**config.mk**
```make
export PLATFORM = sky130hd
export DESIGN_NAME = arbiter_rr_n
export DESIGN_NICKNAME = d
export VERILOG_FILES = /design/src/rtl/arbiter_rr_n.sv
export SDC_FILE = /design/constraint.sdc
export NUM_CORES = 1
export LEC_CHECK = 0
export ABC_AREA = 1
export ABC_CLOCK_PERIOD_IN_PS = 1300
export CORE_MARGIN = 2
export CORE_UTILIZATION = 50
export DETAILED_ROUTE_END_ITERATION = 16
export PLACE_DENSITY = 0.81
export REMOVE_ABC_BUFFERS = 1
export SETUP_SLACK_MARGIN = 0.3
export SYNTH_ARGS = -nofsm -noshare
export SYNTH_HDL_FRONTEND = slang
export SYNTH_SLANG_ARGS = --single-unit
```
**constraint.sdc**
```tcl
create_clock -name clk -period 1.3 [get_ports clk]
set_input_delay 0.26 -clock clk [delete_from_list [all_inputs] [get_ports clk]]
set_output_delay 0.26 -clock clk [all_outputs]
set_load 0.01 [all_outputs]
```
**src/rtl/arbiter_rr_n.sv**
```systemverilog
// Round-robin arbiter for N_REQ requesters. The grant, its index and busy are all
// registered. An owner keeps the grant until release, or is preempted after MAX_HOLD cycles.
module arbiter_rr_n #(
  parameter int N_REQ    = 3,
  parameter int MAX_HOLD = 8,
  localparam int IDW     = (N_REQ > 1) ? $clog2(N_REQ) : 1
) (
  input  logic             clk,
  input  logic             rst_n,
  input  logic [N_REQ-1:0] req,
  output logic [N_REQ-1:0] grant,
  output logic [IDW-1:0]   grant_id,
  output logic             busy
);

  // state   | meaning
  // S_IDLE  | no owner, grant all-zero
  // S_OWNED | one client holds the resource, grant one-hot
  typedef enum logic {S_IDLE, S_OWNED} state_t;

  localparam int HW = (MAX_HOLD > 0) ? $clog2(MAX_HOLD + 1) : 1;
  localparam logic [HW-1:0] HOLD_MAX = HW'(MAX_HOLD);

  state_t          state;
  logic [IDW-1:0]  ptr;
  logic [HW-1:0]   hold_cnt;

  logic [N_REQ-1:0] cand;
  logic [N_REQ-1:0] pick_onehot;
  logic [IDW-1:0]   pick_id;
  logic [IDW-1:0]   pick_ptr;
  logic             pick_found;
  logic             owner_req;
  logic             hold_done;
  logic             do_grant;
  logic             go_idle;

  // ptr always equals owner+1 while owned, so one search from ptr covers both
  // the idle pick and the handover; the owner's bit is masked from candidates.
  always_comb begin
    int hi;
    int lo;
    int pick;
    hi = N_REQ;
    lo = N_REQ;
    cand = req & ~grant;
    for (int i = N_REQ - 1; i >= 0; i--) begin
      if (cand[i]) begin
        lo = i;
        if (i >= int'(ptr)) hi = i;
      end
    end
    pick        = (hi < N_REQ) ? hi : lo;
    pick_found  = (pick < N_REQ);
    pick_id     = pick_found ? IDW'(pick) : '0;
    pick_ptr    = (pick_found && (pick + 1 < N_REQ)) ? IDW'(pick + 1) : '0;
    pick_onehot = '0;
    for (int i = 0; i < N_REQ; i++) begin
      pick_onehot[i] = pick_found && (i == pick);
    end

    owner_req = |(req & grant);
    hold_done = (MAX_HOLD != 0) && (hold_cnt == HOLD_MAX);
    do_grant  = 1'b0;
    go_idle   = 1'b0;
    case (state)
      S_IDLE:  do_grant = pick_found;
      S_OWNED: begin
        if (!owner_req) begin
          do_grant = pick_found;
          go_idle  = !pick_found;
        end else begin
          do_grant = hold_done && pick_found;
        end
      end
      default: go_idle = 1'b1;
    endcase
  end

  always_ff @(posedge clk or negedge rst_n) begin
    if (!rst_n) begin
      state    <= S_IDLE;
      ptr      <= '0;
      hold_cnt <= '0;
      grant    <= '0;
      grant_id <= '0;
      busy     <= 1'b0;
    end else if (do_grant) begin
      state    <= S_OWNED;
      ptr      <= pick_ptr;
      hold_cnt <= (MAX_HOLD != 0) ? HW'(1) : '0;
      grant    <= pick_onehot;
      grant_id <= pick_id;
      busy     <= 1'b1;
    end else if (go_idle) begin
      state    <= S_IDLE;
      hold_cnt <= '0;
      grant    <= '0;
      grant_id <= '0;
      busy     <= 1'b0;
    end else if (state == S_OWNED && MAX_HOLD != 0 && !hold_done) begin
      hold_cnt <= hold_cnt + HW'(1);
    end
  end

endmodule

```
==> impl.org, run 1 <==
** Status
- Result of the run :: finished with violations
- Violated checks :: setup timing

** Finish
- The number of antenna diodes in the final layout is 0.
- Cells with a size suffix above 1 make up a little under three fifths of the layout.
- Growth of design area from synthesis to finish :: 65.8%
- Share of the core filled with cells :: 86.7%
- Excluding fillers, the count of instances in the completed layout stands at between 100 and 150.
- At the end of the flow, the number of nets in the layout was 125.

** GRT
- Global-route wire length before repair :: roughly 2.7 mm
- Number of global-route vias before repair :: 635
- The initial antenna violation count was 0.
- Grt total ovfl :: 0
- Total routing usage reported by global routing :: between 20% and 30%
- Largest net degree at the start of global routing :: 11

** STA
- Final worst-path cycle share :: 105%
- Subtracting the final worst setup slack from the clock period gives 1.37 ns.
- Final-report max-slew violation count :: 0
- PnR worst setup slack :: -0.0681 ns
- Across the routed clock network, the largest skew measured is ~0.009 ns.
- Unrepaired setup endpoints after global routing :: true
- Across all hold checks on the routed design, the worst slack comes to around 0.28 ns.
- Total negative slack :: -0.556 ns
- Timing would allow up to around 730 MHz.
- Slew at the pin closest to its max-slew limit :: between 0.4 and 0.5 ns
- Slew Limit Headroom :: between 70% and 80%
- The number of hold violations in the final report is 0.
- Setup violations remaining at the end of the flow were counted as 10.

** Clock network
- The root buffer cell chosen for the clock tree is clkbuf_4.
- In this run, CTS created clock tree buffers numbering 3.
- TritonCTS built the clock tree.
- In this run the number of H-tree levels came out at 1.
- Post-CTS clock slew at the launch and capture registers of the worst setup and hold paths :: roughly 0.08 ns
- The clock passes through at most 2 buffers.
- Worst-skew pair later-pin latency :: 0.28 ns
- Post-CTS Hold Fix Bufs :: 0
- # clock sinks :: 10

** Placed design
- DP Wirelength :: roughly 1.1 mm
- The count of buffers added on input and output ports is 10.
- Placed Cells :: around 120
- Final GP Congestion :: around 0.8

** Pwr
- The worst-case IR drop observed on VDD is approximately 1.6 mV.
- In this run the static leakage power is between 0.5 and 0.6 nW.
- Power density over cell area :: roughly 2400 nW/µm²

** Synth
- Seq/Total Area, Yosys :: a little under two fifths
- The share of synthesized area in the top cell type comes to between 30% and 40%.
- Synthesis handed over a netlist of a little under 90 instances.
- Multiplexer share of the synthesized area :: 0%
- Post-synthesis compound-gate area fraction :: 2.26%
- Top cells by area in the synthesized netlist :: dfrtp_1, nand2_1, nand3_1
- Simple-gate area share of the yosys netlist :: 42.8%
- Of the total synthesized cell area, the portion taken by full adders, half adders and majority gates is under 10%.
- Synth Warn # :: 0
- Summed over all instances, the cell type with the most area after synthesis is dfrtp_1.
- Dominant combinational cell family by area after synthesis :: simple AND/OR/NAND/NOR gates
- XOR/XNOR Fraction of Synth Area :: under 10%
- Each instance of the synthesized netlist takes up on average between 7 and 8 µm².
- After synthesis the netlist holds a flip-flop and latch count of 10.
- After synthesis the cells add up to around 660 µm².
- Unique cell type count in the Yosys netlist :: 19

** Setup path
- STA classifies the critical path endpoint as a flip-flop.
- The worst setup path is of the input pin to flip-flop kind.
- The number of cells on the worst reg-to-reg path is 10.
- Element type at the critical path start :: input pin
- Top fanout value on the critical path :: 8
- Worst path required time :: 1.48 ns
- Data arrival time of the critical path :: between 1.5 and 2 ns

** Detailed routing
- The final route contains just under 700 vias.
- DRC violations left :: 0
- For this block, the routed nets add up to 2.09 mm of wire.
- Post-detailed-route count of antenna-violating nets :: 0
- Routed vias/inst :: roughly 5.3
- Dividing the detail-routed wire length by the instance count gives about 16 µm.
- The first detailed-routing pass ran for 4 iterations.
- Iteration-0 DRC count of the detailed router :: 5

** Floorplanning
- In this run the core area contains 13 standard-cell rows.
- Measured along the x axis, the die boundary spans slightly above 40 µm.
- Core area :: between 1000 and 1500 µm²
- Chip Height :: around 40 µm
- The die covers 1630 µm².
- Initial Utilization :: between 50% and 60%
- 11 I/O pins were placed.

** Job
- The tool flagged a number of max-cap violations equal to 0.

** Hold path
- Hold Path Class :: input pin to asynchronous set/reset pin
-- timing repair --
action | CTS | global route
buffers inserted | 7 | 5
endpoints found under the hold margin | 0 | 0
setup endpoints to repair | 16 | 16
pin swaps | 9 | 10
gates resized for setup | 45 | 23
-- worst max-delay path: stages --
cell	delay (ns)
clkdlybuf4s50_1	0.55
inv_1	0.08
nor2_1	0.11
nand2_1	0.08
nand3_2	0.08
nand2_4	0.08
nand2_4	0.09
nand2_8	0.08
nand3_1	0.08
nand2_1	0.06
-- report_power, final --
| group | internal (mW) | switching (mW) |
|---|---|---|
| clock | 0.171 | 0.130 |
| combinational | 0.816 | 1.02 |
| sequential | 0.431 | 0.0955 |
| total | 1.42 | 1.25 |
-- cell families (layout without fill, tap and decap cells) --
logic type               Yosys count  in the layout
XOR/XNOR                           2              2
adder cells (fa/ha/maj)            2              2
flip-flops                        10             10
AO/OA/AOI/OAI                      3              3
AND/OR/NAND/NOR                   53             53
buffers and inverters             17             47
-- cells in the final DEF (no fill, tap or decap), types with 3 or more instances in the layout --
| master | count |
|---|---|
| nor2_1 | 3 |
| inv_1 | 7 |
| nand2_1 | 16 |
| clkbuf_4 | 3 |
| nand2_4 | 5 |
| nand3_2 | 5 |
| dfrtp_1 | 9 |
| nor2_4 | 3 |
| clkdlybuf4s50_1 | 3 |
| buf_4 | 12 |
| inv_2 | 5 |
| buf_6 | 9 |
| nand2_2 | 10 |
| nand3_1 | 4 |
-- final timing paths --
| path | start | endpoint | slack, ns |
|---|---|---|---|
| max | req[2] | grant_id[0] | -0.07 |
| min | rst_n | ptr[1] | 0.28 |
| max reg2reg | grant[2] | hold_cnt[3] | -0.06 |
| min reg2reg | ptr[0] | ptr[0] | 0.57 |
| max in group asynchronous | rst_n | grant[2] | 0.68 |
| min in group clk | ptr[0] | ptr[0] | 0.57 |
-- state kept, by name (all words and copies together), names as in the netlist --
register / count
hold_cnt: 4
grant: 2
ptr: 2
grant_id: 1
state: 1
-- layout make-up --
class / count / area (µm²)
sequential: 10 / 251
multi-input combinational: 60 / 468
fill: 64 / 169
inverter: 15 / 68.8
tap: 15 / 18.8
clock buffer: 4 / 36.3
timing repair buffer: 28 / 256
-- per-stage QoR --
| stage | area, µm² | setup WS, ns | power, mW |
|---|---|---|---|
| global placement | 812 | -0.219 | 1.65 |
| CTS | 975 | 0.0153 | 2.29 |
| global route | 1100 | -0.120 | 2.82 |
| floorplan | 648 | 0.0906 | 1.26 |
| detailed placement | 812 | -0.255 | 1.69 |
| finish | 1100 | -0.0681 | 2.66 |
-- routing by layer --
| metal | up-vias | routed length (µm) | global-route usage [%] |
|---|---|---|---|
| li1 | 323 | - | - |
| met1 | 351 | 847 | 29.8 |
| met2 | 17 | 1140 | 47.2 |
| met3 | 4 | 64 | 5.00 |
| met4 | 0 | 38 | 12.5 |
| met5 | - | 0 | 0 |
-- synth_stat cells, drive strengths merged --
library cell,n
nand3,11
a21oi,1
nor3,1
xor2,2
ha,2
o21ai,2
inv,15
nand3b,1
nor2,8
buf,2
nand2,32
dfrtp,10
(Power assumes the default switching activity.)
==> run 2: changes to the inputs <==
--- a/config.mk
+++ b/config.mk
@@ -13,6 +13,8 @@
 export PLACE_DENSITY = 0.81
 export REMOVE_ABC_BUFFERS = 1
 export SETUP_SLACK_MARGIN = 0.3
+export SLEW_MARGIN = 20
 export SYNTH_ARGS = -nofsm -noshare
 export SYNTH_HDL_FRONTEND = slang
 export SYNTH_SLANG_ARGS = --single-unit
+export TNS_END_PERCENT = 100
==> results of run 2 <==
Final layout, timing and power as in run 1 (identical DEF).
==> run 3: changes to the inputs <==
--- a/config.mk
+++ b/config.mk
@@ -6,14 +6,15 @@
 export NUM_CORES = 1
 export LEC_CHECK = 0
 export ABC_AREA = 1
-export ABC_CLOCK_PERIOD_IN_PS = 1300
-export CORE_MARGIN = 2
-export CORE_UTILIZATION = 50
+export ABC_CLOCK_PERIOD_IN_PS = 1600
+export CORE_AREA = 2 2 39 41
 export DETAILED_ROUTE_END_ITERATION = 16
-export PLACE_DENSITY = 0.81
+export DIE_AREA = 0 0 41 43
+export PLACE_DENSITY = 0.8
+export RECOVER_POWER = 100
 export REMOVE_ABC_BUFFERS = 1
 export SETUP_SLACK_MARGIN = 0.3
-export SLEW_MARGIN = 20
+export SLEW_MARGIN = 30
 export SYNTH_ARGS = -nofsm -noshare
 export SYNTH_HDL_FRONTEND = slang
 export SYNTH_SLANG_ARGS = --single-unit
==> constraint.sdc (replaced) <==
create_clock -name clk -period 1.6 [get_ports clk]
set_input_delay 0.32 -clock clk [delete_from_list [all_inputs] [get_ports clk]]
set_output_delay 0.32 -clock clk [all_outputs]
set_load 0.01 [all_outputs]
==> run 3 against run 2 <==
The flow now finishes without violations. Via count fell by 9.4%. First-iteration DRC count increased by 100%. Count of clock-buffer cells in the layout unchanged. Worst hold slack improved by 0.17 ns. Design area decreased by 11%.
==> impl.org, run 3 (synthesis results as in run 1) <==
** Setup path
- STA classifies the critical path startpoint as a flip-flop.
- Of all nets on the critical path, the largest fanout is 8.
- In this design, the critical path's most frequently occurring cell is nand2_4.
- The largest individual stage delay along the critical path comes from the cell dfrtp_1.
- STA puts the critical path data arrival time at 1.57 ns.
- Largest stage delay on the critical path :: ~0.45 ns
- Critical path class :: flip-flop to flip-flop
- Chain of cells forming the critical path :: inv_1 > nand2_1 > nor2_1 > nand3_4 > nand2_4 > nand2_4 > nand2_8 > nand2_4 > nor2_1
- STA puts the critical path data required time at about 1.8 ns.
- STA classifies the critical path endpoint as a flip-flop.

** Clock network
- Clock-pin slew was measured on the worst setup and hold paths at ~0.070 ns.
- In this run the number of H-tree levels came out at 1.
- TritonCTS built the clock tree.
- Clock latency on the worst-skew pair, taken at its later pin, is around 0.26 ns.
- Counting along the longest clock path gives a buffer depth of 2.
- Clock tree synthesis inserted a total of 3 buffers.
- CTS saw 10 sinks.
- Clock root buffer :: clkbuf_4

** STA
- Across all setup checks in the final design, the least slack found is ~0.21 ns.
- Number of failing hold endpoints at the final stage :: 0
- Final-report max-slew violation count :: 0
- Timing would allow up to 721 MHz.
- Max Clock Skew :: 0.00631 ns
- Endpoints failing setup :: 0
- The final critical path takes up a little under 90% of the cycle.
- After routing, the total negative slack on setup checks comes to 0 ns.
- For the finished layout, the period the worst path requires is roughly 1.4 ns.
- Setup repair after global routing could not meet its margin everywhere.
- At the pin with the least slew margin, the transition time is 0.463 ns.
- Measured against its own limit, the worst slew margin works out to between 60 and 70%.

** GRT
- Initial antenna violation count :: 0
- The total overflow left after global routing is 0.
- The number of global-route vias before repair came to about 600.
- The first global-routing pass estimated ~2.3 mm of wire.
- Largest net degree at the start of global routing :: 11
- Total routing usage reported by global routing :: 19.7%

** Status
- The flow ran to the end, and the final reports show no timing, DRC or antenna violations.

** Placed design
- Placed Area :: between 700 and 800 µm²
- Detailed placement ended at an HPWL of roughly 970 µm.
- Post-Place Worst Slack :: -0.0582 ns
- Count of port buffers added during placement :: 10
- The congestion estimate from routability-driven global placement came to between 0.8 and 0.9.

** Floorplanning
- Core area :: 1380 µm²
- The floorplan step set the die height to 43 µm.
- In this run the count of I/O pins placed on the die edge is 11.
- Die X :: between 40 and 50 µm
- Std-Cell Rows :: 14
- The initial utilization of the core area, before any placement, comes to between 40% and 50%.
- Die outline area :: about 1800 µm²

** Detailed routing
- Overall routed net length :: around 1.8 mm
- Routed wire per std cell :: 14.1 µm
- In the routed layout, each cell is associated on average with a via count of 5.04.
- Wire segments on met2 add up to 978 µm in the final route.
- Wire segments on met3 add up to just over 70 µm in the final route.
- Iteration-0 DRC count of the detailed router :: 10
- The first detailed-routing pass took 4 iterations.
- After detailed routing, the number of remaining DRC violations is 0.
- Signal routing reaches up to met4.
- Overall via count from detail_route :: 630
- Total routed wire length on the met1 layer :: just under 700 µm
- Once detail routing completed, the nets flagged for antenna violations numbered 0.

** Pwr
- Power Total :: ~1.9 mW
- For this design the static power due to leakage is 0.516 nW.
- Of the total power, registers draw a little under a quarter.
- For this design the total switching power over the nets is between 0.8 and 0.9 mW.
- Combinational share of power :: approximately 65%
- Clock share of power :: about an eighth
- In this run the power density over the cells is ~1900 nW/µm².
- Of the total power, the share spent switching nets is roughly 47%.
- Internal power contribution :: 0.984 mW
- IR drop worst, VDD :: 0.934 mV

** Finish
- Leaving out fill and tap cells, the most frequent cell in the layout is nand2_1.
- In the final layout, the registers with the most flip-flops are hold_cnt x4, grant x2, ptr x2.
- At the end of the flow, the number of nets in the layout was about 120.
- Top library cells by usage in the layout, fill and taps aside :: nand2_1, dfrtp_1, inv_1, buf_4, nand2_2
- Final Cell Area :: 981 µm²
- Register name with the most flops :: hold_cnt
- Cells with a size suffix above 1 make up between 40 and 50% of the layout.
- From synthesis to final layout, the design area changed by 47.9%.
- Share of the core filled with cells :: 70.9%
- Antenna diode count :: 0
- Largest register FFs :: 4

** Job
- MaxCap Viol Count :: 0

** Hold path
- Hold Path Class :: input pin to asynchronous set/reset pin
## run 3: final timing paths
path / startpoint / cells after the start / end / slack (ns)
max reg2reg: grant[2] / 9 / hold_cnt[2] / 0.21
min: rst_n / 1 / grant[0] / 0.45
max: grant[2] / 9 / hold_cnt[2] / 0.21
max in group asynchronous: rst_n / 1 / hold_cnt[2] / 0.83
min reg2reg: ptr[0] / 2 / ptr[0] / 0.57
min in group clk: ptr[0] / 2 / ptr[0] / 0.57
## run 3: layout make-up
cell class,instances,area (µm²)
multi-input cells,60,447
fillers,101,403
flip-flops and latches,10,250
repair buffers,20,164
inverters,15,63.8
clock buffers,4,36.3
well taps,16,20.0
## run 3: what timing repair did
action,4_1_cts,5_1_grt
setup buffers,4,6
resized for setup,27,25
gates cloned,0,0
setup endpoints to repair,16,15
pin swaps,11,9
hold buffers,0,0
## run 3: routing by layer
| layer | GRT usage [%] | vias to the layer above |
|---|---|---|
| met5 | 0 | - |
| met4 | 8.67 | 0 |
| met3 | 1.57 | 4 |
| met2 | 34.1 | 21 |
| met1 | 23.1 | 299 |
| li1 | - | 306 |
## run 3: stage by stage
| stage | cells | hold slack (ns) |
|---|---|---|
| floorplan | 85 | 0.0244 |
| global placement | 111 | 0.510 |
| detailed placement | 111 | 0.513 |
| CTS | 119 | 0.383 |
| global route | 125 | 0.458 |
| finish | 125 | 0.446 |
## run 3: power groups by stage
stage          Clock [mW]  Combinational (mW)  Sequential (mW)
6_report            0.220                1.20            0.443
5_1_grt             0.239                1.32            0.451
4_1_cts             0.224               0.985            0.428
3_5_place_dp            0               0.826            0.445
3_3_place_gp            0               0.812            0.439
2_1_floorplan           0               0.570            0.453
## run 3: worst max-delay path, delay by kind of cell, from the launching register on
family                 cells  cell delay [ns]
and+or+nand+nor            8             0.76
DFF                        1             0.45
buffers and inverters      1             0.10
